**src/rtl/fnd_scan_ctrl_watch.sv**
```systemverilog
// fnd_scan_ctrl_watch
// Scan controller for a 4-digit common-anode FND watch display. Each accepted
// 1 kHz tick blanks all commons for BLANK_CYCLES clocks, then drives the next
// digit with its BCD value and decimal point. Watch values and the page are
// snapshotted at frame start so a frame never mixes two readings. Page toggles
// requested by the button are held pending and applied only at frame boundaries.
module fnd_scan_ctrl_watch #(
  parameter int BLANK_CYCLES = 1,
  parameter bit DP_BLINK_EN  = 1'b1
) (
  input  logic       clk,
  input  logic       rst,
  input  logic       i_tick_1khz,
  input  logic       i_page_btn,
  input  logic [6:0] i_msec,
  input  logic [5:0] i_sec,
  input  logic [5:0] i_min,
  input  logic [4:0] i_hour,
  output logic       o_sel,
  output logic [3:0] o_fnd_com,
  output logic [3:0] o_bcd,
  output logic       o_dp
);

  typedef enum logic [1:0] {
    IDLE  = 2'd0,
    BLANK = 2'd1,
    DRIVE = 2'd2
  } state_t;

  state_t     state;
  logic [1:0] scan_idx;
  logic       pending;
  logic [3:0] blank_cnt;

  logic [6:0] snap_msec;
  logic [5:0] snap_sec;
  logic [5:0] snap_min;
  logic [4:0] snap_hour;
  logic       snap_page;

  logic       eff_pending;
  logic       next_page;
  logic [7:0] hi_bcd;
  logic [7:0] lo_bcd;
  logic [3:0] digit;
  logic       dp_on;

  // Clamp a displayed value to two decimal digits.
  function automatic logic [6:0] sat99(input logic [6:0] v);
    return (v > 7'd99) ? 7'd99 : v;
  endfunction

  // Split 0..99 into {tens, ones} with weighted compare/subtract steps.
  function automatic logic [7:0] split_bcd(input logic [6:0] v);
    logic [6:0] r;
    logic [3:0] t;
    r = v;
    t = 4'd0;
    if (r >= 7'd80) begin
      r = r - 7'd80;
      t = t + 4'd8;
    end
    if (r >= 7'd40) begin
      r = r - 7'd40;
      t = t + 4'd4;
    end
    if (r >= 7'd20) begin
      r = r - 7'd20;
      t = t + 4'd2;
    end
    if (r >= 7'd10) begin
      r = r - 7'd10;
      t = t + 4'd1;
    end
    return {t, 4'(r)};
  endfunction

  // A press landing on the boundary clock counts toward that boundary.
  assign eff_pending = pending ^ i_page_btn;
  assign next_page   = o_sel ^ eff_pending;

  // Digit and decimal point for the current scan index from the frame snapshot.
  always_comb begin
    hi_bcd = 8'd0;
    lo_bcd = 8'd0;
    digit  = 4'd0;
    if (snap_page) begin
      hi_bcd = split_bcd(sat99({2'b00, snap_hour}));
      lo_bcd = split_bcd(sat99({1'b0, snap_min}));
    end else begin
      hi_bcd = split_bcd(sat99({1'b0, snap_sec}));
      lo_bcd = split_bcd(sat99(snap_msec));
    end
    case (scan_idx)
      2'd0:    digit = lo_bcd[3:0];
      2'd1:    digit = lo_bcd[7:4];
      2'd2:    digit = hi_bcd[3:0];
      default: digit = hi_bcd[7:4];
    endcase
    dp_on = DP_BLINK_EN && (scan_idx == 2'd2) &&
            (snap_page ? ~snap_sec[0] : (snap_msec < 7'd50));
  end

  // Scan FSM: tick -> blank all commons -> drive one digit, plus page/snapshot control.
  always_ff @(posedge clk) begin
    if (rst) begin
      state     <= IDLE;
      scan_idx  <= 2'd0;
      pending   <= 1'b0;
      blank_cnt <= 4'd0;
      o_sel     <= 1'b0;
      o_fnd_com <= 4'b1111;
      o_bcd     <= 4'd0;
      o_dp      <= 1'b1;
      snap_msec <= 7'd0;
      snap_sec  <= 6'd0;
      snap_min  <= 6'd0;
      snap_hour <= 5'd0;
      snap_page <= 1'b0;
    end else begin
      pending <= eff_pending;
      case (state)
        IDLE: begin
          if (i_tick_1khz) begin
            // First tick after reset starts a frame at digit 0 without a page change.
            state     <= BLANK;
            blank_cnt <= 4'd0;
            scan_idx  <= 2'd0;
            o_fnd_com <= 4'b1111;
            o_dp      <= 1'b1;
            snap_msec <= i_msec;
            snap_sec  <= i_sec;
            snap_min  <= i_min;
            snap_hour <= i_hour;
            snap_page <= o_sel;
          end
        end
        BLANK: begin
          // Ticks arriving here are dropped on purpose.
          if (blank_cnt == 4'(BLANK_CYCLES - 1)) begin
            state     <= DRIVE;
            blank_cnt <= 4'd0;
            o_fnd_com <= ~(4'b0001 << scan_idx);
            o_bcd     <= digit;
            o_dp      <= ~dp_on;
          end else begin
            blank_cnt <= blank_cnt + 4'd1;
          end
        end
        DRIVE: begin
          if (i_tick_1khz) begin
            state     <= BLANK;
            blank_cnt <= 4'd0;
            scan_idx  <= scan_idx + 2'd1;
            o_fnd_com <= 4'b1111;
            o_dp      <= 1'b1;
            if (scan_idx == 2'd3) begin
              o_sel     <= next_page;
              pending   <= 1'b0;
              snap_msec <= i_msec;
              snap_sec  <= i_sec;
              snap_min  <= i_min;
              snap_hour <= i_hour;
              snap_page <= next_page;
            end
          end
        end
        default: begin
          state <= IDLE;
        end
      endcase
    end
  end

endmodule

```
**config.mk**
```make
export PLATFORM = sky130hd
export DESIGN_NAME = fnd_scan_ctrl_watch
export DESIGN_NICKNAME = d
export VERILOG_FILES = /design/src/rtl/fnd_scan_ctrl_watch.sv
export SDC_FILE = /design/constraint.sdc
export NUM_CORES = 1
export LEC_CHECK = 0
export BUFFER_PORTS_ARGS = -buffer_cell sky130_fd_sc_hd__buf_2
export CAP_MARGIN = 15
export CORE_AREA = 2 2 113 115
export DETAILED_ROUTE_END_ITERATION = 10
export DIE_AREA = 0 0 115 117
export PLACE_DENSITY = 0.57
export SLEW_MARGIN = 20
export SYNTH_ARGS = -nofsm -noshare
export SYNTH_HDL_FRONTEND = slang
export SYNTH_SLANG_ARGS = --single-unit
```
**constraint.sdc**
```tcl
create_clock -name clk -period 4.1 [get_ports clk]
set_input_delay 0.41 -clock clk [delete_from_list [all_inputs] [get_ports clk]]
set_output_delay 0.41 -clock clk [all_outputs]
set_load 0.02 [all_outputs]
```
==> results of run 1 <==
-- area by class of cell --
class / count / area (um^2)
fill: 1352 / 8290
timing repair buffer: 42 / 223
tap: 150 / 188
multi-input combinational: 390 / 2460
sequential: 44 / 882
clock inverter: 2 / 10.0
inverter: 33 / 124
clock buffer: 6 / 139
-- per-layer routing --
metal | global-route usage, % | vias up
li1 | - | 1818
met1 | 19.5 | 1648
met2 | 24.7 | 117
met3 | 2.47 | 18
met4 | 3.53 | 0
met5 | 0 | -
-- Yosys cell counts, drive strengths merged (3+ instances only) --
master	n	area share [%]
nand2	84	8.9
a21oi	56	7.8
dfxtp	44	25
inv	33	3.5
nor2	32	3.4
ha	20	7.0
clkbuf	19	2.0
o21ai	19	2.7
nor3	16	2.2
nand3	11	1.5
nor2b	11	1.9
nand2b	9	1.6
mux2	8	2.7
buf	7	1.3
o211ai	7	1.7
xnor2	7	1.7
a211oi	6	1.3
a31oi	6	1.2
and2	6	1.0
and3	6	1.0
o31ai	6	1.4
or2	6	1.0
or3	6	1.2
a21o	5	1.0
or4b	5	1.5
nand3b	4	0.84
nor4	4	0.70
o32ai	4	0.98
a2111oi	3	0.91
o221ai	3	0.73
o22ai	3	0.52
xor2	3	0.73
-- power groups by stage --
stage               logic [W]  registers (W)  clock network (W)
floorplan            0.000301       0.000479                  0
global placement     0.000363       0.000497                  0
detailed placement   0.000370       0.000498                  0
CTS                  0.000372       0.000488           0.000432
global route         0.000421       0.000494           0.000446
finish               0.000373       0.000489           0.000423
-- what timing repair did --
action,in CTS,in global routing
resized for setup,0,1
hold endpoints to repair,0,0
setup endpoints to repair,0,3
-- metrics by stage --
stage          cells  utilization, %  setup slack, ns  area (um^2)
6_report         667            32.7            0.216         4030
5_1_grt          667            32.7           0.0120         4030
4_1_cts          667            32.7            0.166         4030
3_5_place_dp     659            31.5            0.171         3880
3_3_place_gp     659            31.5            0.330         3880
2_1_floorplan    493               -            0.547         3580
-- worst paths after layout --
check | end | start | depth (start not counted)
max | o_bcd[3] | snap_msec[4] | 14
min | snap_msec[3] | i_msec[3] | 3
max reg2reg | o_bcd[3] | snap_msec[4] | 14
min reg2reg | snap_msec[0] | snap_msec[0] | 2
-- registers in the layout, indices dropped and copies added, names as in the netlist --
signal and count:
snap_page 1, snap_min 6, blank_cnt 4, pending 1, o_fnd_com 4, o_bcd 4, scan_idx 2, state 2
snap_sec 6, o_dp 1, snap_hour 5, snap_msec 7, o_sel 1
-- worst max-delay path, delay by kind of cell (launching register included) --
| family | cells | cell delay, ns |
|---|---|---|
| simple gates | 7 | 1.27 |
| buf+inv | 1 | 0.21 |
| flops | 1 | 0.54 |
| compound gates | 4 | 1.13 |
| fa+ha+maj | 2 | 0.56 |
-- logic make-up (layout without fill, tap and decap cells) --
group | after synthesis | in the layout | share of synthesized area, %
simple gates | 208 | 208 | 29.2
flops | 44 | 44 | 24.6
fa+ha+maj | 20 | 20 | 6.99
xor+xnor | 10 | 10 | 2.45
buf+inv | 59 | 83 | 6.75
compound gates | 142 | 142 | 26.7
mux | 10 | 10 | 3.29
==> metrics, run 1 <==
H-tree depth=2; Syn Area/Cell=7.26 um^2; Pint=0.000853 W; crit-path max FO=12; Layout Nets=564; clk_skew=0.00786 ns; number of library cell types mapped by synthesis=73; post-synthesis sequential area ratio=24.6%; actual slew at the worst max-slew pin=0.904 ns; Clk pwr share=32.9%; hold crit path type=input port to flip-flop; Power, Total=0.00129 W; outcome=finished clean; setup_tns=0 ns; clock latency on the worst-skew pair=0.29 ns; Leakage=1.52 nW; setup bufs post-CTS=0; hold_buf cts=0; Port Buf Inserts=37; Vias=3601; clock buffer depth=2; die span in y=117 um; initial DRC count=264; Initial Utilization=29.1%; Cell Chain, Critical Path=nand2_1, ha_1, and2_1, or2_1, nor4_1, nor3_1, a2111oi_0, buf_4, or2_2, ha_1, nor3_1, a21o_1, a2111oi_2, o41ai_1; Seq pwr share=38.1%; GRT Residual Overflow=0; Pwr Density=319 mW/mm^2; R2R setup slack=0.22 ns; top layer in use=met4; Largest stage delay, worst path=0.54 ns; Post-route DRC=0; final period utilization=94.7%; EDFF count, synth=0; CTS tree=built; CTS Buf Count=5; Sw Pwr=0.000432 W; core area=0.0123 mm^2; ant diodes=0; WL/cell=14.2 um; cells after synthesis=493; max-cap check violation count=0; proportion of layout cells with a drive suffix above 1=14.5%; clock root cell=clkbuf_16; worst IR drop on VDD=0.190 mV; FP Rows=41; first-pass GRT wire length=16.1 mm; ANT nets after route=0; Critical Path End Type=flip-flop; Critical Path RT=4.24 ns; hpwl dp=7.02 mm; I/O pin cnt=38; # clock sinks=44; unrepaired setup endpoints after global routing=no; Net Sw Frac=33.6%; slowest CP cell=dfxtp_1; antenna violations before repair=0; combinational power share=29.1%; Pre-Repair DR Iteration Count=5; Slew HR=39.7%; RD Place Congestion=0.906; number of vias per cell=5.40; synthesis-to-finish area growth=12.5%; most common cell after layout, fill and taps aside=nand2_1; # setup viols final=0; vias in the first global route=3415; Clock Pin Slew Worst Setup and Hold Paths=0.07 ns; Final min period=3.88 ns; Tot GR Track Use=14.6%; Main synth FF type=dfxtp_1; WL final=9.50 mm; Net Count, Synth=541; Slew Viols, Final=0; WL met3=568 um; final hold violations=0; wire length on met1=4.34 mm; Synth async-reset ratio=0%; Worst Setup Start Kind=flip-flop; Die ar.=0.0135 mm^2; final hold slack=0.351 ns; largest net degree at the start of global routing=47; FMAX=257 MHz; WL met2=4.43 mm; Seq cells post-synth=44; die width=115 um; CP arrival=4.02 ns; Mapped Area=0.00358 mm^2; YS warnings=0; commonest non-fill, non-tap cells in the layout=82 x nand2_1, 55 x a21oi_1, 43 x dfxtp_1; crit path kind=flip-flop to flip-flop
No activity file was read; power rests on OpenSTA's default activity.
==> run 2, diff against run 1 <==
ABC_AREA = 1   (was default)
CORE_AREA = 2 2 107 109   (was 2 2 113 115)
CTS_BUF_LIST = sky130_fd_sc_hd__clkbuf_2 sky130_fd_sc_hd__clkbuf_4 sky130_fd_sc_hd__clkbuf_8   (was default)
DIE_AREA = 0 0 109 111   (was 0 0 115 117)
==> run 2 against run 1 <==
  * Global-route usage shrank 0.42 points
  * Sequential power is essentially flat
  * Largest cell class unchanged
  * Sequential cell count is the same
  * Critical endpoint is now o_bcd[0]
  * Critical path type unchanged
  * Via count shrank 10%
  * Fmax grew 31%
  * Worst hold slack lost 0.031 ns
  * Sequential share of layout area grew 2.3 points
==> metrics, run 2 <==
setup_tns=0 ns (unchanged); unrepaired setup endpoints after global routing=no (unchanged); ANT nets after route=0 (unchanged); Post-route DRC=0 (unchanged); Tot GR Track Use=14.2% (was 14.6%); most frequent cell after synthesis=nand2_1 (unchanged); # setup viols final=0 (unchanged); FP Rows=39 (was 41); clock buffer depth=2 (unchanged); top cell type's share of synthesized area=27.6% (was 24.6%); vias in the first global route=3272 (was 3415); synth top area cells=dfxtp_1 28%, nand2_1 13%, inv_1 11%, ha_1 7.8%, o21ai_0 7.0% (was dfxtp_1 25%, nand2_1 8.6%, a21oi_1 7.8%, ha_1 7.0%, inv_1 3.5%); H-tree depth=2 (unchanged); Slew Viols, Final=0 (unchanged); Post-Synth Simple-Gate Area=30.6% (was 29.2%); core area=0.0111 mm^2 (was 0.0123 mm^2); CP arrival=3.15 ns (was 4.02 ns); antenna violations before repair=0 (unchanged); Synth async-reset ratio=0% (unchanged); GRT Residual Overflow=0 (unchanged); Main synth FF type=dfxtp_1 (unchanged); post-cts gate resize count=0 (unchanged); Vias=3241 (was 3601); Net Count, Synth=555 (was 541); hold crit path type=input port to flip-flop (unchanged); synthesis-to-finish area growth=14.0% (was 12.5%); number of library cell types mapped by synthesis=39 (was 73); clock root cell=clkbuf_8 (was clkbuf_16); Clk pwr share=26.9% (was 32.9%); WL final=8.13 mm (was 9.50 mm); final period utilization=72.1% (was 94.7%); crit-path max FO=7 (was 12); Pre-Repair DR Iteration Count=4 (was 5); Initial Utilization=28.8% (was 29.1%); Cell Chain, Critical Path=nand2_2, inv_1, nand2_1, nand2_1, ha_1, inv_1, nand3_2, nand2_2, clkinv_2, nand3_1, nand3_2, nand2_4, nand3_2, nand2_1, nand2_1, inv_1, ha_1, inv_1, nand3_2, nand3_2, nor2_1, nor2_1, o21ai_0, a21oi_1 (was nand2_1, ha_1, and2_1, or2_1, nor4_1, nor3_1, a2111oi_0, buf_4, or2_2, ha_1, nor3_1, a21o_1, a2111oi_2, o41ai_1); CTS tree=built (unchanged); WL/cell=11.9 um (was 14.2 um); most common cell after layout, fill and taps aside=nand2_1 (unchanged); Critical Path End Type=flip-flop (unchanged); die width=109 um (was 115 um); hpwl dp=6.37 mm (was 7.02 mm); cell family with most CP delay=simple AND/OR/NAND/NOR gates (unchanged); worst IR drop on VDD=0.147 mV (was 0.190 mV); RD Place Congestion=0.853 (was 0.906); Finished Layout Cells=686 (was 667); Slew HR=43.1% (was 39.7%); FMAX=339 MHz (was 257 MHz); combinational power share=37.4% (was 29.1%); clock latency on the worst-skew pair=0.31 ns (was 0.29 ns); Critical Path RT=4.29 ns (was 4.24 ns); Net Sw Frac=38.8% (was 33.6%); Mapped Area=0.00320 mm^2 (was 0.00358 mm^2); worst path bufs/invs=5 (was 1); Leakage=1.82 nW (was 1.52 nW); Largest stage delay, worst path=0.39 ns (was 0.54 ns); commonest non-fill, non-tap cells in the layout=107 x nand2_1, 92 x inv_1, 45 x o21ai_0 (was 82 x nand2_1, 55 x a21oi_1, 43 x dfxtp_1); I/O pin cnt=38 (unchanged); multiplexer area fraction after synthesis=0% (was 3.29%); Post-Synth Adder-Cell Area=7.83% (was 6.99%); largest net degree at the start of global routing=31 (was 47); initial DRC count=159 (was 264); EDFF count, synth=0 (unchanged); first-pass GRT wire length=14.1 mm (was 16.1 mm); Final min period=2.95 ns (was 3.88 ns); cells after synthesis=507 (was 493); Port Buf Inserts=37 (unchanged); proportion of layout cells with a drive suffix above 1=13.6% (was 14.5%); Seq pwr share=35.7% (was 38.1%); post-synthesis sequential area ratio=27.6% (was 24.6%); slowest CP cell=dfxtp_1 (unchanged); Regs by FF count=snap_msec: 7 flops, snap_min: 6 flops, snap_sec: 6 flops (unchanged); final hold violations=0 (unchanged); Syn Area/Cell=6.30 um^2 (was 7.26 um^2); post-synthesis compound-gate area fraction=19.5% (was 26.7%); Reg with most FFs=snap_msec (unchanged); crit path kind=flip-flop to flip-flop (unchanged); Seq cells post-synth=44 (unchanged); Pwr Density=378 mW/mm^2 (was 319 mW/mm^2); Synth Area in XOR/XNOR=1.64% (was 2.45%); main combinational cell family by area after synthesis=simple AND/OR/NAND/NOR gates (unchanged); setup bufs post-CTS=0 (unchanged); placed cell count=678 (was 659); YS warnings=0 (unchanged); Layout Nets=590 (was 564); Pint=0.000843 W (was 0.000853 W); ant diodes=0 (unchanged); actual slew at the worst max-slew pin=0.853 ns (was 0.904 ns); # clock sinks=44 (unchanged); Worst Setup Start Kind=flip-flop (unchanged); Post-synth top cells=107 x nand2_1, 92 x inv_1, 45 x o21ai_0 (was 82 x nand2_1, 56 x a21oi_1, 44 x dfxtp_1); max-cap check violation count=0 (unchanged); number of vias per cell=4.72 (was 5.40); Sw Pwr=0.000534 W (was 0.000432 W); area leader, netlist=dfxtp_1 (unchanged); CTS Buf Count=5 (unchanged); fillers=1224 (was 1352); clk_skew=0.00532 ns (was 0.00786 ns); Die ar.=0.0121 mm^2 (was 0.0135 mm^2); max reg flops=7 (unchanged); Clock Pin Slew Worst Setup and Hold Paths=0.09 ns (was 0.07 ns); hold_buf cts=0 (unchanged); die span in y=111 um (was 117 um); outcome=finished clean (unchanged); Worst path most repeated cell=nand3_2
==> run 2: cell types whose count changed in the layout (fill, tap and decap cells not counted), moves of 9 or more <==
cell | previous run | this run
o21ai_0 | 18 | 45
inv_1 | 33 | 92
nor3_1 | 16 | 6
nand2_1 | 82 | 107
nor2b_1 | 11 | 0
nand2b_1 | 9 | 0
nand2_2 | 2 | 12
nand3_1 | 11 | 40
a21oi_1 | 55 | 39
==> run 2: worst paths after layout <==
path	start	endpoint	slack, ns	cells past startpoint
setup reg to reg	snap_msec[6]	o_bcd[0]	1.15	24
hold / removal	i_msec[1]	snap_msec[1]	0.32	3
setup / recovery	snap_msec[6]	o_bcd[0]	1.15	24
hold reg to reg	o_fnd_com[2]	o_fnd_com[2]	0.47	2
==> run 2: layout make-up <==
type	count	area, um^2	share of cell area, %
Sequential cell	44	881	24.2
Tap cell	143	179	4.91
Inverter	95	358	9.82
Timing Repair Buffer	39	200	5.49
Multi-Input combinational cell	357	1900	52.3
Clock inverter	2	38.8	1.06
Clock buffer	6	82.6	2.27
==> run 2: per-stage QoR <==
stage | power (W) | setup WS, ns | hold slack (ns) | util, % | area, um^2
global placement | 0.000998 | 1.29 | 0.455 | 31.8 | 3520
CTS | 0.00139 | 1.15 | 0.318 | 32.9 | 3640
global route | 0.00150 | 0.756 | 0.316 | 32.9 | 3640
floorplan | 0.000896 | 1.54 | 0.444 | - | 3200
finish | 0.00138 | 1.15 | 0.320 | 32.9 | 3640
detailed placement | 0.00102 | 1.16 | 0.460 | 31.8 | 3520
==> run 2: power by group through the flow <==
stage / Clock (W) / Combinational (W) / Sequential, W
global route: 0.000400 / 0.000600 / 0.000496
finish: 0.000370 / 0.000515 / 0.000491
detailed placement: 0 / 0.000515 / 0.000501
floorplan: 0 / 0.000399 / 0.000497
global placement: 0 / 0.000498 / 0.000500
CTS: 0.000381 / 0.000517 / 0.000491
==> run 2: metal layers <==
metal  global-route usage (%)  vias up  part of all wire [%]
li1                         -     1703                     -
met3                     2.53       14                   3.5
met5                        0        -                     0
met1                     18.1     1459                    47
met4                     4.36        0                   2.1
met2                     23.9       65                    47
==> run 2: logic make-up after synthesis <==
group           count (synthesis)
compound gates                111
xor+xnor                        6
fa+ha+maj                      20
buf+inv                       106
flops                          44
simple gates                  220
==> run 2: worst min-delay path, stage by stage <==
cell and delay [ns]:
buf_2 0.08, nor2_1 0.03, nor2_1 0.08
